File: config.mk
export PLATFORM = sky130hd
export DESIGN_NAME = dwconv_tile_merge
export DESIGN_NICKNAME = d
export VERILOG_FILES = /design/src/rtl/dwconv_tile_merge.sv
export SDC_FILE = /design/constraint.sdc
export NUM_CORES = 1
export LEC_CHECK = 0
export BUFFER_PORTS_ARGS = -buffer_cell sky130_fd_sc_hd__buf_2
export CAP_MARGIN = 20
export CORE_MARGIN = 2
export CORE_UTILIZATION = 55
export DETAILED_ROUTE_END_ITERATION = 10
export GPL_ROUTABILITY_DRIVEN = 0
export PLACE_DENSITY = 0.75
export SYNTH_ARGS = -nofsm -noshare
export SYNTH_HDL_FRONTEND = slang
export SYNTH_SLANG_ARGS = --single-unit
export TNS_END_PERCENT = 1
File: constraint.sdc
create_clock -name clk -period 5.6 [get_ports clk]
set_input_delay 0.28 -clock clk [delete_from_list [all_inputs] [get_ports clk]]
set_output_delay 0.28 -clock clk [all_outputs]
set_load 0.02 [all_outputs]
File: src/rtl/dwconv_tile_merge.sv
// dwconv_tile_merge: buffers one tile row (two output rows) of 2x2 conv tiles and drains it in raster order.
// Optional feature macro: DWCONV_MERGE_RELU_EN clamps negative slots to zero at capture.
module dwconv_tile_merge #(
   parameter int OUT_W = 4,
   parameter int OUT_H = 4,
   parameter int DW    = 8
) (
   input  logic            clk,
   input  logic            rst_b,
   input  logic [0:4*DW-1] tile_data,
   input  logic            tile_valid,
   output logic            tile_ready,
   output logic [DW-1:0]   pix_data,
   output logic            pix_valid,
   input  logic            pix_ready,
   output logic            pix_last
);

   localparam int TCW = (OUT_W / 2 > 1) ? $clog2(OUT_W / 2) : 1;
   localparam int TRW = (OUT_H / 2 > 1) ? $clog2(OUT_H / 2) : 1;
   localparam int DCW = $clog2(2 * OUT_W);

   localparam logic [TCW-1:0] TC_LAST = TCW'(OUT_W / 2 - 1);
   localparam logic [TRW-1:0] TR_LAST = TRW'(OUT_H / 2 - 1);
   localparam logic [DCW-1:0] DC_LAST = DCW'(2 * OUT_W - 1);

   typedef enum logic {S_FILL, S_DRAIN} state_t;

   state_t         r_state;
   logic [TCW-1:0] r_tcol;
   logic [TRW-1:0] r_trow;
   logic [DCW-1:0] r_dcnt;

   logic [DW-1:0]  r_top [OUT_W];
   logic [DW-1:0]  r_bot [OUT_W];

   logic [DW-1:0]  w_slot [4];
   logic [DW-1:0]  w_pix;
   logic           w_tile_acc;
   logic           w_pix_acc;

   function automatic logic [DW-1:0] f_capture(input logic [DW-1:0] v);
`ifdef DWCONV_MERGE_RELU_EN
      logic signed [DW-1:0] s;
      s = v;
      f_capture = (s < 0) ? '0 : v;
`else
      f_capture = v;
`endif
   endfunction

   always_comb begin
      for (int k = 0; k < 4; k++) begin
         w_slot[k] = f_capture(tile_data[k*DW +: DW]);
      end
   end

   // Handshake outputs are forced low while reset is asserted.
   assign tile_ready = (r_state == S_FILL) && !rst_b;
   assign pix_valid  = (r_state == S_DRAIN) && !rst_b;
   assign pix_last   = pix_valid && (r_trow == TR_LAST) && (r_dcnt == DC_LAST);
   assign w_tile_acc = tile_valid && tile_ready;
   assign w_pix_acc  = pix_valid && pix_ready;

   always_comb begin
      w_pix = '0;
      for (int i = 0; i < OUT_W; i++) begin
         if (r_dcnt == DCW'(i))         w_pix = r_top[i];
         if (r_dcnt == DCW'(i + OUT_W)) w_pix = r_bot[i];
      end
   end

   assign pix_data = w_pix;

   always_ff @(posedge clk) begin
      if (rst_b) begin
         r_state <= S_FILL;
         r_tcol  <= '0;
         r_trow  <= '0;
         r_dcnt  <= '0;
      end else begin
         case (r_state)
            S_FILL: begin
               if (w_tile_acc) begin
                  if (r_tcol == TC_LAST) begin
                     r_tcol  <= '0;
                     r_state <= S_DRAIN;
                  end else begin
                     r_tcol <= r_tcol + TCW'(1);
                  end
               end
            end
            default: begin
               if (w_pix_acc) begin
                  if (r_dcnt == DC_LAST) begin
                     r_dcnt  <= '0;
                     r_state <= S_FILL;
                     r_trow  <= (r_trow == TR_LAST) ? '0 : r_trow + TRW'(1);
                  end else begin
                     r_dcnt <= r_dcnt + DCW'(1);
                  end
               end
            end
         endcase
      end
   end

   // Row buffers carry data only, so they are not reset.
   always_ff @(posedge clk) begin
      if (w_tile_acc) begin
         for (int c = 0; c < OUT_W / 2; c++) begin
            if (r_tcol == TCW'(c)) begin
               r_top[2*c]     <= w_slot[0];
               r_top[2*c + 1] <= w_slot[1];
               r_bot[2*c]     <= w_slot[2];
               r_bot[2*c + 1] <= w_slot[3];
            end
         end
      end
   end

endmodule

==> impl_metrics.yaml <==
grt:
  grt_pass1_vias: 1799
  grt-busiest-layer: "met2"
  grt_util_met3_pct: 7.109
  grt_max_degree: 36
  grt_pass1_wl_um: 8418
  overflow: 0
  grtUsageMet1_pct: 23.34
  grt.total_usage_pct: 19.42
  antenna_found_initial: 0
  met2_usage_pct: 31.24
layout:
  drive_above_1_share_pct: 31.56
  fin_nets: 282
  diodes: 0
  final_common_cell: "edfxtp_1"
  area_growth_pct: 17.67
  fillers: 400
  post_layout_nonfiller_instances: 314
  layout_common_cells: "edfxtp_1, buf_2, a21oi_1"
  post-route-util_pct: 66.99
die:
  die_w_um: 76.48
  die_area_mm2: 0.005848
  start_util_pct: 56.93
  ios: 47
  row_count: 26
  dieHeight_um: 76.48
  coreArea_mm2: 0.005075
timing:
  min_period_over_period_pct: 48.92
  finalMaxSlewViolations: 0
  rsz0062_at_grt: "false"
  setup_violations: 0
  hold_viol_final: 0
  worstMarginPinSlew_ns: 0.6752
  slew_headroom_pct: 54.98
  fin_skew_ns: 0.005283
  fmax_ghz: 0.3650
  final.setup.tns_ns: 0
  period_minus_slack_ns: 2.740
synth:
  yosys.area_share.adder_pct: 2.599
  synth_top_family_by_area: "compound AO/OA/AOI/OAI gates"
  synth_top_area_cell: "edfxtp_1"
  synthCells: 192
  syn_nets: 234
  synth_compound_area_share_pct: 9.311
  ys_ff_latch: 70
  synth_cell_types: 27
  synth_mux_area_share_pct: 6.410
  synthTopCellsByArea: "edfxtp_1, mux2_2, dfxtp_1"
  ys_warn_count: 0
  ys_seq_area_share_pct: 70.68
  synthSimpleGateAreaFrac_pct: 7.059
  synth-xor-area-share_pct: 0.6063
  synth_top_area_share_pct: 66.52
  syn_area_mm2: 0.002889
  syn_avg_cell_area_um2: 15.05
worst_hold_path:
  hp-class: "in2reg"
  hp-start: "tile_data[28]"
  whs_path_depth: 1
clock_network:
  cts.sink_count: 70
  root_buffer: "clkbuf_8"
  cts_hold_buf: 0
  cts-resized-gates: 0
  clock_path_buffers: 2
  clk_pin_slew_worst_paths_ns: 0.07
  cts_htree_levels: 3
  cts_tree: "yes"
  cts_buffers: 9
  post_cts_buffers: 0
  insertion_delay_ns: 0.34
pwr:
  internal_power_w: 0.0009265
  p_seq_share_pct: 51.6
  power_frac_comb_pct: 7.8
  p_sw_share_pct: 20.86
  power_switching_w: 0.0002443
  leakagePower_nw: 1.228
  power_frac_clock_pct: 40.5
  p_per_area_mw_per_mm2: 344.4
  ir_drop_v: 0.0001859
route:
  vias_per_cell: 5.564
  drt-wirelength-per-cell_um: 16.56
  first_iter_violations: 155
  routed_wl_um: 5200
  drc: 0
  drt_pass1_iterations: 4
  detail-route-antenna-nets: 0
  vias: 1747
place:
  dp.cells: 299
  io_buffers: 46
  post-dp-hpwl_um: 3352
critical_path:
  cp_num_cells: 6
  slowest_stage: "nor3b_1"
  crit_type: "reg2out"
  critPathLaunch: "r_dcnt[0]$_SDFFE_PP0P_"
  cp_top_family: "simple AND/OR/NAND/NOR gates"
  ff2ff_path_depth: 5
  max_stage_delay_ns: 0.58
  cp_max_fo: 18
  cp.arrival_ns: 2.46
  startpoint_type: "flop"
  worstPathCellList: "inv_1 -> ha_1 -> nor3b_1 -> a22oi_1 -> a21oi_1 -> buf_2"
  reg2reg_from: "r_dcnt[2]$_SDFFE_PP0P_"
  crit_buf_inv: 2
  required_ns: 5.32
  crit_path_end_kind: "output port"
run_status:
  outcome: "finished clean"
job:
  maxCapViolCount: 0
registers in the layout, indices dropped and copies added, names as in the netlist:
register	count
r_bot	32
r_tcol	1
r_trow	1
r_top	32
r_dcnt	3
r_state	1
area by class of cell:
class                   count  area, um2  area share (%)
clock buffers               9      123.9           3.644
repair buffers             49      252.7           7.435
flip-flops and latches     70       2042           60.07
inverters                   8      30.03          0.8833
well taps                  70      87.58           2.576
multi-input cells         102      753.2           22.16
clock inverters             6      110.1           3.239
Yosys cell counts (all sizes together):
cell type and instances:
a311oi 1, nor2b 3, nor2 6, a21oi 19, nand4b 4, and3 2
edfxtp 64, ha 6, o221ai 4, or2 1, a221oi 4, xnor2 1
o22ai 4, xor2 1, nand3 6, mux2 12, nor3b 2, nand2b 6
mux2i 5, inv 8, buf 7, clkbuf 5, a221o 4, a22oi 4
nand2 7, dfxtp 6
worst reg2reg max path, stage by stage, from the launching register on:
cell	delay [ns]
dfxtp_1	0.32
buf_4	0.36
ha_1	0.61
nand3_1	0.20
xor2_1	0.18
nor2_1	0.05
cells by family (layout without fill, tap and decap cells):
family	after synthesis	count (layout)
AOI/OAI and AO/OA	40	40
xor gates and xnor gates	2	2
adders and majority gates	6	6
buffers and inverters	20	72
DFF	70	70
muxes	17	17
and+or+nand+nor	37	37
metrics by stage:
step | setup WS (ns) | area, um2 | total power [W] | hold WS (ns)
3_3_place_gp | 3.157 | 3166 | 0.0007055 | 0.4680
5_1_grt | 2.614 | 3400 | 0.001208 | 0.1060
3_5_place_dp | 3.223 | 3166 | 0.0007075 | 0.4712
6_report | 2.860 | 3400 | 0.001171 | 0.1200
4_1_cts | 2.797 | 3400 | 0.001180 | 0.1037
2_1_floorplan | 2.900 | 2889 | 0.0006708 | 0.3789
per-layer routing:
metal | wire, um | up-vias
met5 | 0 | -
met1 | 2206 | 844
met3 | 276 | 8
met4 | 71 | 0
li1 | - | 835
met2 | 2645 | 60
power groups by stage:
stage | sequential (W) | combinational [W] | clock (W)
floorplan | 0.000613 | 0.0000576 | 0
global placement | 0.000615 | 0.0000901 | 0
detailed placement | 0.000616 | 0.0000914 | 0
CTS | 0.000605 | 0.0000920 | 0.000483
global route | 0.000606 | 0.000100 | 0.000501
finish | 0.000605 | 0.0000914 | 0.000475
final timing paths:
kind	end	slack, ns
setup / recovery	pix_data[5]	2.86
hold / removal	r_bot[3][3]$_DFFE_PP_	0.12
setup reg to reg	r_trow$_SDFFE_PP0P_	3.78
hold reg to reg	r_dcnt[1]$_SDFFE_PP0P_	0.51
No activity file was read; power rests on OpenSTA's default activity.
